File: config.mk
export PLATFORM = sky130hd
export DESIGN_NAME = spdif_tx_param
export DESIGN_NICKNAME = d
export VERILOG_FILES = /design/src/rtl/spdif_pkg.sv /design/src/rtl/spdif_bitclk_gen.sv /design/src/rtl/spdif_tx_param.sv
export SDC_FILE = /design/constraint.sdc
export NUM_CORES = 1
export LEC_CHECK = 0
export ABC_CLOCK_PERIOD_IN_PS = 8470
export CAP_MARGIN = 20
export CORE_UTILIZATION = 55
export DETAILED_ROUTE_END_ITERATION = 7
export PLACE_DENSITY = 0.78
export SYNTH_ARGS = -nofsm -noshare
export SYNTH_HDL_FRONTEND = slang
export SYNTH_SLANG_ARGS = --single-unit
File: constraint.sdc
create_clock -name clk_i -period 8.47 [get_ports clk_i]
set_input_delay 1.694 -clock clk_i [delete_from_list [all_inputs] [get_ports clk_i]]
set_output_delay 1.694 -clock clk_i [all_outputs]
set_load 0.02 [all_outputs]
File: src/rtl/spdif_pkg.sv
// S/PDIF transmitter shared constants: preambles, slot map, block length,
// and the subframe slot-word builder.
package spdif_pkg;

    localparam logic [7:0] PRE_Z = 8'b00010111;
    localparam logic [7:0] PRE_X = 8'b01000111;
    localparam logic [7:0] PRE_Y = 8'b00100111;

    localparam int AUDIO_LO         = 4;
    localparam int VALIDITY         = 28;
    localparam int USER             = 29;
    localparam int CSTAT            = 30;
    localparam int PARITY           = 31;
    localparam int FRAMES_PER_BLOCK = 192;
    localparam int SUBFRAMES        = 2 * FRAMES_PER_BLOCK;

    typedef logic [31:0] subframe_t;

    // Slots 0..3 are unused here: the preamble is sent from its own register.
    function automatic subframe_t build_subframe(
        input logic [23:0] aud,
        input logic        vld,
        input logic        cst
    );
        subframe_t w;
        w                    = '0;
        w[27:AUDIO_LO]       = aud;
        w[VALIDITY]          = vld;
        w[USER]              = 1'b0;
        w[CSTAT]             = cst;
        w[PARITY]            = ^w[CSTAT:AUDIO_LO];
        return w;
    endfunction

endpackage

File: src/rtl/spdif_bitclk_gen.sv
// Fractional half-bit enable: phase accumulator stepping by BIT_CLK and
// wrapping at the system clock rate.
module spdif_bitclk_gen #(
    parameter int unsigned BIT_CLK = 6144000
) (
    input  logic        clk_i,
    input  logic        rst_i,
    input  logic [31:0] clk_rate_i,
    output logic        en_o
);

    logic [31:0] acc_q;
    logic [31:0] acc_d;
    logic [32:0] acc_next;

    always_comb begin
        acc_next = {1'b0, acc_q} + 33'(BIT_CLK);
        en_o     = acc_next >= {1'b0, clk_rate_i};
        acc_d    = en_o ? 32'(acc_next - {1'b0, clk_rate_i})
                        : acc_next[31:0];
    end

    always_ff @(posedge clk_i or posedge rst_i) begin
        if (rst_i) begin
            acc_q <= '0;
        end else begin
            acc_q <= acc_d;
        end
    end

endmodule

File: src/rtl/spdif_tx_param.sv
// S/PDIF (IEC 60958) transmitter with one-pair input buffer and BMC line.
// Define SPDIF_TX_CHSTAT_EN to take channel-status bits 0..23 from cs_i.
module spdif_tx_param
    import spdif_pkg::*;
#(
    parameter int          SAMPLE_W = 24,
    parameter int unsigned BIT_CLK  = 6144000
) (
    input  logic                clk_i,
    input  logic                rst_i,
    input  logic [31:0]         clk_rate_i,
    input  logic [SAMPLE_W-1:0] sample_l_i,
    input  logic [SAMPLE_W-1:0] sample_r_i,
    input  logic                sample_valid_i,
    output logic                sample_ready_o,
    input  logic [23:0]         cs_i,
    output logic                spdif_o,
    output logic                block_start_o,
    output logic                underrun_o
);

    localparam int PAD = 24 - SAMPLE_W;

    function automatic logic [23:0] align(input logic [SAMPLE_W-1:0] s);
        return 24'(s) << PAD;
    endfunction

    logic en;

    spdif_bitclk_gen #(.BIT_CLK(BIT_CLK)) u_bitclk (
        .clk_i      (clk_i),
        .rst_i      (rst_i),
        .clk_rate_i (clk_rate_i),
        .en_o       (en)
    );

    logic [5:0]          half_q, half_d;
    logic [8:0]          cnt_q, cnt_d;
    logic                pend_q, pend_d;
    subframe_t           sf_q, sf_d;
    logic [7:0]          pre_q, pre_d;
    logic                inv_q, inv_d;
    logic                spdif_q, spdif_d;
    logic                blk_q, blk_d;
    logic                und_q, und_d;
    logic                full_q, full_d;
    logic [SAMPLE_W-1:0] buf_l_q, buf_l_d;
    logic [SAMPLE_W-1:0] buf_r_q, buf_r_d;
    logic [23:0]         nxt_r_q, nxt_r_d;
    logic                nxt_v_q, nxt_v_d;
`ifdef SPDIF_TX_CHSTAT_EN
    logic [23:0]         cs_q, cs_d;
`else
    logic                unused_cs;
    assign unused_cs = ^cs_i;
`endif

    logic       load;
    logic       left;
    logic       take;
    logic       csb;
    logic [7:0] pre_sel;

    always_comb begin
        load    = en & (pend_q | (half_q == 6'd63));
        left    = ~cnt_q[0];
        take    = sample_valid_i & ~full_q;
        half_d  = half_q;
        cnt_d   = cnt_q;
        pend_d  = pend_q;
        sf_d    = sf_q;
        pre_d   = pre_q;
        inv_d   = inv_q;
        spdif_d = spdif_q;
        blk_d   = 1'b0;
        und_d   = 1'b0;
        full_d  = full_q;
        buf_l_d = buf_l_q;
        buf_r_d = buf_r_q;
        nxt_r_d = nxt_r_q;
        nxt_v_d = nxt_v_q;
        csb     = 1'b0;
        pre_sel = PRE_Y;
`ifdef SPDIF_TX_CHSTAT_EN
        cs_d    = cs_q;
        if (cnt_q == 9'd0) begin
            csb = cs_i[0];
        end else if (cnt_q[8:1] < 8'd24) begin
            csb = cs_q[cnt_q[5:1]];
        end
`else
        csb = (cnt_q[8:1] == 8'd2);
`endif
        if (take) begin
            full_d  = 1'b1;
            buf_l_d = sample_l_i;
            buf_r_d = sample_r_i;
        end
        if (load) begin
            pend_d = 1'b0;
            half_d = 6'd0;
            inv_d  = spdif_q;
            cnt_d  = (cnt_q == 9'(SUBFRAMES - 1)) ? 9'd0 : cnt_q + 9'd1;
            blk_d  = (cnt_q == 9'd0);
            if (cnt_q == 9'd0) begin
                pre_sel = PRE_Z;
            end else if (left) begin
                pre_sel = PRE_X;
            end
            pre_d = pre_sel;
`ifdef SPDIF_TX_CHSTAT_EN
            if (cnt_q == 9'd0) begin
                cs_d = cs_i;
            end
`endif
            if (left && full_q) begin
                sf_d    = build_subframe(align(buf_l_q), 1'b0, csb);
                nxt_r_d = align(buf_r_q);
                nxt_v_d = 1'b0;
                if (!take) begin
                    full_d = 1'b0;
                end
            end else if (left) begin
                sf_d    = build_subframe(24'd0, 1'b1, csb);
                nxt_r_d = 24'd0;
                nxt_v_d = 1'b1;
                und_d   = 1'b1;
            end else begin
                sf_d = build_subframe(nxt_r_q, nxt_v_q, csb);
            end
            spdif_d = pre_sel[0] ^ spdif_q;
        end else if (en) begin
            half_d = half_q + 6'd1;
            // BMC: edge at every slot start, extra mid-slot edge for a 1
            if (half_d < 6'd8) begin
                spdif_d = pre_q[half_d[2:0]] ^ inv_q;
            end else if (!half_d[0]) begin
                spdif_d = ~spdif_q;
            end else begin
                spdif_d = spdif_q ^ sf_q[half_d[5:1]];
            end
        end
    end

    always_ff @(posedge clk_i or posedge rst_i) begin
        if (rst_i) begin
            half_q  <= '0;
            cnt_q   <= '0;
            pend_q  <= 1'b1;
            sf_q    <= '0;
            pre_q   <= '0;
            inv_q   <= 1'b0;
            spdif_q <= 1'b0;
            blk_q   <= 1'b0;
            und_q   <= 1'b0;
            full_q  <= 1'b0;
            buf_l_q <= '0;
            buf_r_q <= '0;
            nxt_r_q <= '0;
            nxt_v_q <= 1'b0;
`ifdef SPDIF_TX_CHSTAT_EN
            cs_q    <= '0;
`endif
        end else begin
            half_q  <= half_d;
            cnt_q   <= cnt_d;
            pend_q  <= pend_d;
            sf_q    <= sf_d;
            pre_q   <= pre_d;
            inv_q   <= inv_d;
            spdif_q <= spdif_d;
            blk_q   <= blk_d;
            und_q   <= und_d;
            full_q  <= full_d;
            buf_l_q <= buf_l_d;
            buf_r_q <= buf_r_d;
            nxt_r_q <= nxt_r_d;
            nxt_v_q <= nxt_v_d;
`ifdef SPDIF_TX_CHSTAT_EN
            cs_q    <= cs_d;
`endif
        end
    end

    assign sample_ready_o = ~full_q;
    assign spdif_o        = spdif_q;
    assign block_start_o  = blk_q;
    assign underrun_o     = und_q;

endmodule

After elaboration in Yosys (flattened, before gate mapping). Index checks and enable logic that the tools add are counted.

Register bits after elaboration: 166. Input port bits: 107. Word-level logic and storage cells: 72.

$add $sub $neg: 4. Order comparisons: 4. Eq/ne operators: 4. Muxes and demuxes: 29. Bitwise gates (word level): 9. Reductions and logical operators: 7.

Operators by type and width (number): $mux 32 (3); $reduce_xor 27->1 (3); $mux 24 (2); $add 32x23->33 const B (1); $ge 33x32->1 (1); $sub 32x32->32 (1); $mux 1 (16); $mux 7 (2); $mux 6 (2); $add 9x1->9 const B (1); $eq 9x9->1 const B (1); $logic_not 9->1 (1); $mux 9 (1); $eq 8x2->1 const B (1); $mux 8 (1); $add 6x1->6 const B (1); $eq 6x6->1 const B (1); $lt 5x6->1 const B (1); $lt 6x4->1 const B (1); $bmux 1 s5 (1); $lt 3x4->1 const B (1); $bmux 1 s3 (1); $not 1->1 (3); $xor 1x1->1 (3); 6 further kinds (7).

Longest topological paths before layout. Gate-level depths: netlist of the first run.

Depth after elaboration: 8. Gate-level depth with buffers: 19. Gate-level depth less buffers: 16.

By module. A second synthesis of the first run with hierarchy kept.

Cell total of the unflattened synthesis: 971. Area, all modules: 9392.8 µm².

Modules (own cells, without submodules): spdif_tx_param (times used 1, cells an instance 564, area each 6037.0 µm², sequential area each 3129.3 µm²); spdif_bitclk_gen (times used 1, cells an instance 407, area each 3355.7 µm², sequential area each 800.8 µm²).

Worst setup path before layout of the first run. Ideal clock, no wire load.

Path type: in2reg. Start: in clk_rate_i[0]. End: reg u_bitclk.acc_q[30]. Arrival: 4127 ps. Data required time: 8350 ps. Slack: 4223 ps. Cell stages on the path: 12. Path through: ha_1 -> inv_1 -> fa_1 -> a21oi_2 -> o221ai_2 -> a221o_1 -> a311o_2 -> a221oi_4 -> nor4b_1 -> a41o_1 -> o21ai_1 -> nand2_1.

Cells in the longest elaborated chain, start to end: 2. Elaborated cells between the ends (all ways): 3. Classes of those cells: add/sub (1); order compare (1); mux (1).

RTL lines: start, declared (line spdif_tx_param.sv:11) `input logic [31:0] clk_rate_i,`; $sub 32x32->32 / $ge 33x32->1 (equally long branches) (line spdif_bitclk_gen.sv:19, spdif_bitclk_gen.sv:18); $mux 32 (*) (line spdif_bitclk_gen.sv:19) `acc_d = en_o ? 32'(acc_next - {1'b0, clk_rate_i})`; named net u_bitclk.acc_d[30] (line spdif_bitclk_gen.sv:13) `logic [31:0] acc_d;`; end signal, assigned (line spdif_bitclk_gen.sv:25) `acc_q <= '0;`; end signal, assigned (line spdif_bitclk_gen.sv:27) `acc_q <= acc_d;`; end, declared (line spdif_bitclk_gen.sv:12) `logic [31:0] acc_q;`.

The timed path passes the listed nets; every way through them passes the cells marked *. A chain may end at the register's enable or synchronous reset.

Final worst setup path of the first run.
Start: in clk_rate_i[15]. End: reg sf_q[30].

Cells in the longest elaborated chain, start to end: 2.

RTL lines: $ge 33x32->1 (line spdif_bitclk_gen.sv:18) `en_o = acc_next >= {1'b0, clk_rate_i};`; $and 1x1->1 (line spdif_tx_param.sv:65) `load = en & (pend_q | (half_q == 6'd63));`; end signal, assigned (line spdif_tx_param.sv:150) `sf_q <= '0;`; end signal, assigned (line spdif_tx_param.sv:168) `sf_q <= sf_d;`; end, declared (line spdif_tx_param.sv:40) `subframe_t sf_q, sf_d;`.

No other way between the ends.

==> qor.txt, run 1 <==
CTS Buf Count = 17
Mean Syn Cell Area = 9.71 um^2
Crit. End Element = register
Routability cong. = 0.847
Die Y = 130 um
Final period util = 0.576
Clock tree from TritonCTS = done
Comb pwr share = 0.550
Pwr Total = 4.28 mW
# Post-CTS Setup Buffers = 0
Io pins = 111
Synth warn = 0
Net Sw Power = 1.80 mW
Int Power = 2.48 mW
Fmax = 205 MHz
Via/cell ratio = 5.63
Final nets = 1150
Skew-Pair Late Insertion Delay = 430 ps
Min Tclk post-route = 4880 ps
Grt ovf = 0
Worst VDD drop = 243 uV
CP max FO = 36
CTS Sinks = 157
Post-synth EDFFs = 0
Detailed Route Iter0 Violations = 363
FFs w/ async S/R, synth = 1.00
Clock skew = 10.7 ps
Layout cell share with drive strength beyond 1 = 0.120
Worst Max-Slew Pin Slew = 1070 ps
Total wire length = 18.9 mm
# H-tree levels = 4
Largest net degree at the start of global routing = 92
Root Buffer = clkbuf_16
Register area share after synthesis = 0.435
Core area = 15900 um^2
Unrepaired setup endpoints after global routing = false
Startpoint Class = input port
Initial core utilization = 0.567
Hold_buf cts = 0
Clk pin slew, worst setup/hold paths = 70 ps
Routed WL per cell = 15.3 um
Seq pwr share = 0.273
Yosys cell types = 66
Syn Std Cell Area = 9040 um^2
DRC viols = 0
Count of final hold-check violations = 0
Die width = 130 um
Post-Syn Nets = 1075
N_diodes = 0
P&R area growth vs syn = 18.1%
Drt pass-1 iters = 5
Register bit count reported by yosys = 157
Vias in the first global route = 6698
Number of cell rows = 46
Max_cap viols = 0
Final TNS setup = 0 ps
Post-cts resize count = 0
Mapped Cells = 931
Slew Viols, Final = 0
Arrival time at the worst endpoint = 5190 ps
Leakage = 4.73 nW
Status = finished clean
Data required, critical path = 8780 ps
Total track usage = 0.242
Headroom to the max-slew limit = 0.281
Prevailing post-synth register cell = dfrtp_1
Power per Cell Area = 401 nW/um^2
Power share of the clock group = 0.176
DRT antenna net count = 0
Hold WC Path Type = register to register
Final setup fails = 0
Buffers added on ports = 86
Vias = 6956
Antenna violations before repair = 0
Hold Slack = 468 ps
Die area = 17000 um^2
Clock tree buffer depth = 2
First-pass GRT wire length = 32.0 mm
Kind of critical path = input port to register
Post-DP HPWL = 13.2 mm
Sw Share = 0.421
synth_stat cells (2+ instances only):
library cell	number	area share
ha_1	36	0.050
a21o_1	19	0.016
a41o_1	2	0.0022
a21oi_1	73	0.040
nor2b_1	8	0.0055
and2_0	2	0.0014
a22oi_1	24	0.020
mux2_2	54	0.067
mux4_2	7	0.017
xnor2_1	66	0.064
o21a_1	4	0.0033
and3_1	9	0.0062
o31ai_1	5	0.0042
a221oi_1	2	0.0019
a31oi_1	4	0.0028
o2111ai_1	2	0.0019
dfrtp_1	156	0.43
nand2b_1	9	0.0062
o211ai_1	3	0.0025
o21ai_0	63	0.035
nand3b_1	2	0.0017
o21ai_2	2	0.0019
a21o_2	2	0.0019
or2_2	2	0.0014
inv_1	52	0.022
nand4b_1	2	0.0019
o21bai_1	3	0.0025
clkbuf_1	21	0.0087
a22o_1	2	0.0019
nand2_1	102	0.042
a31o_2	2	0.0019
mux2i_1	7	0.0077
xor2_1	31	0.030
a21oi_2	2	0.0019
nor3b_1	4	0.0033
nand3_1	21	0.012
nand4_1	5	0.0035
o21ai_1	4	0.0022
a211o_1	3	0.0029
nor3_1	7	0.0039
nor2_1	67	0.028
buf_2	16	0.0089
sequential cells by signal (all words and copies together), names as in the netlist:
name            cells
half_q              6
cnt_q               9
sf_q               27
underrun_o          1
buf_r_q            24
spdif_o             1
full_q              1
nxt_v_q             1
pre_q               4
nxt_r_q            24
inv_q               1
u_bitclk.acc_q     32
pend_q              1
block_start_o       1
buf_l_q            24
final cells by class:
type                            instances  area, um^2
Fill cell                            1272        5260
Multi-Input combinational cell        683        4770
Sequential cell                       157        3930
Timing Repair Buffer                   95         928
Clock buffer                           17         425
Tap cell                              216         270
Inverter                               52         200
Clock inverter                         15         163
metal layers:
layer,GRT usage,part of all wire,up-vias
met5,0,0,-
met4,0.0834,0.017,0
met3,0.0426,0.040,28
met2,0.403,0.49,189
met1,0.320,0.46,3339
li1,-,-,3400
worst max-delay path, cell delays in order:
cell and delay (ps):
clkdlybuf4s50_1 480, inv_1 50, ha_1 430, and3_1 260, a2111oi_0 90, o21ai_1 180
nand3_1 100, a21oi_1 210, o21ai_2 160, a21oi_4 700, buf_4 460, mux2_2 380
path summary, 6_finish.rpt:
path                                              start  cells past startpoint  slack, ps                      end
min in group asynchronous                         rst_i                      2       1810  buf_l_q[13]$_DFFE_PP0P_
min reg2reg                        pre_q[2]$_DFFE_PP0P_                      1        470     pre_q[2]$_DFFE_PP0P_
max reg2reg                u_bitclk.acc_q[14]$_DFF_PP0_                     14       3810     sf_q[30]$_DFFE_PP0P_
max                                      clk_rate_i[15]                     12       3590     sf_q[30]$_DFFE_PP0P_
min                                pre_q[2]$_DFFE_PP0P_                      1        470     pre_q[2]$_DFFE_PP0P_
max in group asynchronous                         rst_i                      3       5300     cnt_q[5]$_DFFE_PP0P_
cell usage in the layout, fill, tap and decap left out, drive strengths merged, types with 4 or more instances in the layout:
master / instances
buf: 9
nand2: 102
o31ai: 5
nand3: 21
a31oi: 4
nand4: 5
o21a: 4
clkdlybuf4s50: 86
nor2: 67
xor2: 31
nor2b: 9
inv: 61
ha: 36
clkinv: 5
nor3: 7
nand2b: 9
nor3b: 4
o21ai: 69
and3: 10
mux2i: 7
mux2: 54
xnor2: 66
a21o: 21
a22oi: 24
mux4: 7
dfrtp: 156
clkbuf: 17
a21oi: 76
power groups by stage:
| stage | Combinational, mW | Sequential, mW | Clock (mW) |
|---|---|---|---|
| final | 2.36 | 1.17 | 0.755 |
| after global routing | 2.64 | 1.20 | 0.797 |
| after CTS | 2.36 | 1.17 | 0.768 |
| after detailed placement | 2.32 | 1.18 | 0 |
| after global placement | 2.25 | 1.17 | 0 |
| after floorplan | 1.90 | 1.13 | 0 |
metrics by stage:
stage	utilization	worst slack (ps)	area [um^2]	cells
2_1_floorplan	-	2540	9040	931
3_3_place_gp	0.633	3170	10100	1203
3_5_place_dp	0.633	3190	10100	1203
4_1_cts	0.670	3610	10700	1235
5_1_grt	0.670	3330	10700	1235
6_report	0.670	3590	10700	1235
cell families after synthesis:
| family | share of synthesized area |
|---|---|
| muxes | 0.0924 |
| xor gates and xnor gates | 0.0939 |
| and+or+nand+nor | 0.122 |
| AOI/OAI and AO/OA | 0.165 |
| adders and majority gates | 0.0520 |
| DFF | 0.435 |
| buffers and inverters | 0.0401 |
Power figures use the tool's default switching activity.
==> run 2, diff against run 1 <==
--- a/config.mk
+++ b/config.mk
@@ -5,11 +5,11 @@
 export SDC_FILE = /design/constraint.sdc
 export NUM_CORES = 1
 export LEC_CHECK = 0
-export ABC_CLOCK_PERIOD_IN_PS = 8470
+export ABC_CLOCK_PERIOD_IN_PS = 4000
 export CAP_MARGIN = 20
-export CORE_UTILIZATION = 55
+export CORE_UTILIZATION = 51
 export DETAILED_ROUTE_END_ITERATION = 7
-export PLACE_DENSITY = 0.78
+export PLACE_DENSITY = 0.76
 export SYNTH_ARGS = -nofsm -noshare
 export SYNTH_HDL_FRONTEND = slang
 export SYNTH_SLANG_ARGS = --single-unit
==> constraint.sdc (replaced) <==
create_clock -name clk_i -period 4 [get_ports clk_i]
set_input_delay 0.8 -clock clk_i [delete_from_list [all_inputs] [get_ports clk_i]]
set_output_delay 0.8 -clock clk_i [all_outputs]
set_load 0.02 [all_outputs]
==> qor.txt, run 2 (synthesis gave the netlist of run 1 again) <==
Skew-Pair Late Insertion Delay = 440 ps (about the same)
Largest register by flop count = u_bitclk.acc_q
Worst setup margin = 300 ps (-3290 ps)
Layout Cells excl Fill = 1264 (+2.3%)
P&R area growth vs syn = 21.4%
Detailed Route Iter0 Violations = 435 (+20%)
Largest net degree at the start of global routing = 158 (+72%)
Routability cong. = 0.877 (+3.5%)
Crit. End Element = register
Kind of critical path = register to register
DRC viols = 0 (unchanged)
Fmax = 270 MHz
CP max FO = 28 (-22%)
GRT busiest layer = met2
Power per Cell Area = 847 nW/um^2 (+110%)
Clock skew = 13.5 ps (+2.77 ps)
Slew Viols, Final = 0 (unchanged)
Headroom to the max-slew limit = 0.382 (+0.101)
Final period util = 0.925
Worst Max-Slew Pin Slew = 927 ps (-148 ps)
Post-cts resize count = 0 (unchanged)
Vias in the first global route = 6797 (+1.5%)
Placed Area = 10300 um^2 (+2.3%)
R2R Setup Slk = 300 ps (-3510 ps)
Hold Path Origin = u_bitclk.acc_q[14]$_DFF_PP0_
Post-Place Worst Slack = 13.8 ps (-3180 ps)
Total wire length = 19.0 mm (+0.41%)
Vias = 6893 (-0.91%)
Met3 GRT Util = 0.0483 (+0.00562)
Final TNS setup = 0 ps (unchanged)
Data required, critical path = 4310 ps (-4470 ps)
Unrepaired setup endpoints after global routing = false
CTS Sinks = 157 (unchanged)
Arrival time at the worst endpoint = 4010 ps (-1180 ps)
Int Power = 5.45 mW (+120%)
Worst VDD drop = 483 uV (+99%)
Min Tclk post-route = 3700 ps
Clock tree buffer depth = 2 (unchanged)
Grt ovf = 0 (unchanged)
Hold_buf cts = 0 (unchanged)
Pwr Total = 9.30 mW (+120%)
Core area = 17300 um^2 (+8.5%)
Final setup fails = 0 (unchanged)
Final nets = 1170 (+1.7%)
Post-DP HPWL = 13.3 mm (+1.2%)
Fin util = 0.635 (-0.0354)
CTS Buf Count = 17 (unchanged)
# H-tree levels = 4 (unchanged)
Count of final hold-check violations = 0 (unchanged)
Largest register FFs = 32 (unchanged)
Routed WL per cell = 15.0 um (-1.9%)
Reg2reg start = u_bitclk.acc_q[14]$_DFF_PP0_
Hold WC Path Type = register to register
Startpoint Class = register
Total track usage = 0.226 (-0.0161)
Number of cell rows = 48 (+4.3%)
Leakage = 4.87 nW (+3.0%)
# Post-CTS Setup Buffers = 0 (unchanged)
Net Sw Power = 3.85 mW (+110%)
Power share of the clock group = 0.181 (+0.005)
Comb pwr share = 0.552 (+0.002)
Fin area = 11000 um^2 (+2.8%)
Number of fill cells = 1405 (+10%)
Drt pass-1 iters = 5 (unchanged)
Clk pin slew, worst setup/hold paths = 70 ps (about the same)
Regs by FF count = u_bitclk.acc_q (32), sf_q (27)
Commonest non-fill, non-tap cell in the layout = dfrtp_1
Most frequent cells in the layout = dfrtp_1, nand2_1, clkdlybuf4s50_1
DRT antenna net count = 0 (unchanged)
Met1 global-route usage = 0.301 (-0.0194)
Initial core utilization = 0.523 (-0.0444)
Seq pwr share = 0.266 (-0.007)
Layout cell share with drive strength beyond 1 = 0.140 (+0.0198)
Io pins = 111 (unchanged)
Worst Setup SP = u_bitclk.acc_q[14]$_DFF_PP0_
Clock tree from TritonCTS = done
First-pass GRT wire length = 32.6 mm (+1.8%)
Antenna violations before repair = 0 (unchanged)
Via/cell ratio = 5.45 (-3.2%)
Buffers added on ports = 86 (unchanged)
Status = finished clean
DP Cell Count = 1232 (+2.4%)
Die Y = 135 um (+3.8%)
Met2 Usage GRT = 0.366 (-0.0375)
N_diodes = 0 (unchanged)
Root Buffer = clkbuf_16
Sw Share = 0.413 (-0.00764)
Die area = 18300 um^2 (+7.7%)
Max_cap viols = 0 (unchanged)
Hold Slack = 480 ps (+12.1 ps)
Die width = 135 um (+3.8%)
[run 2: cell types whose count changed in the layout (fill, tap and decap cells not counted), sizes merged]
cell    before  now
clkinv       5   10
inv         61   56
buf          9   29
[run 2: critical path, stage by stage, from the launching register on]
cell	delay [ps]
dfrtp_1	370
inv_1	80
ha_1	230
a21oi_2	240
o41a_1	240
nor2_1	90
nor2_2	180
nand3_1	120
xnor2_1	230
ha_1	360
a21o_1	220
a21oi_1	150
o41ai_1	90
nor2_1	150
buf_4	170
a21oi_4	60
buf_12	190
buf_4	220
nor2_1	120
a21oi_1	50
[run 2: final timing paths]
path                                                  to  depth (start not counted)
min                         u_bitclk.acc_q[14]$_DFF_PP0_                          1
min reg2reg                 u_bitclk.acc_q[14]$_DFF_PP0_                          1
max reg2reg                         sf_q[18]$_DFFE_PP0P_                         19
max                                 sf_q[18]$_DFFE_PP0P_                         19
min in group asynchronous  u_bitclk.acc_q[3]$_DFFE_PP0N_                          3
max in group asynchronous        buf_r_q[12]$_DFFE_PP0P_                          3
[run 2: layout make-up]
type / instances / area [um^2] / share of cell area
multi-input cells: 683 / 4780 / 0.435
flip-flops and latches: 157 / 3930 / 0.358
well taps: 225 / 282 / 0.0256
clock inverters: 15 / 211 / 0.0193
clock buffers: 17 / 425 / 0.0388
repair buffers: 115 / 1150 / 0.105
inverters: 52 / 199 / 0.0181
[run 2: metal layers]
metal  vias up  part of all wire
li1       3447                 -
met1      3265              0.47
met2       145              0.47
met3        36             0.038
met4         0             0.021
met5         -                 0
[run 2: power by group through the flow]
stage                     logic [mW]  clock network, mW  registers [mW]
after floorplan                 4.03                  0            2.40
after global placement          5.00                  0            2.48
after detailed placement        5.10                  0            2.50
after CTS                       5.15               1.71            2.48
after global routing            5.75               1.78            2.55
final                           5.14               1.68            2.48
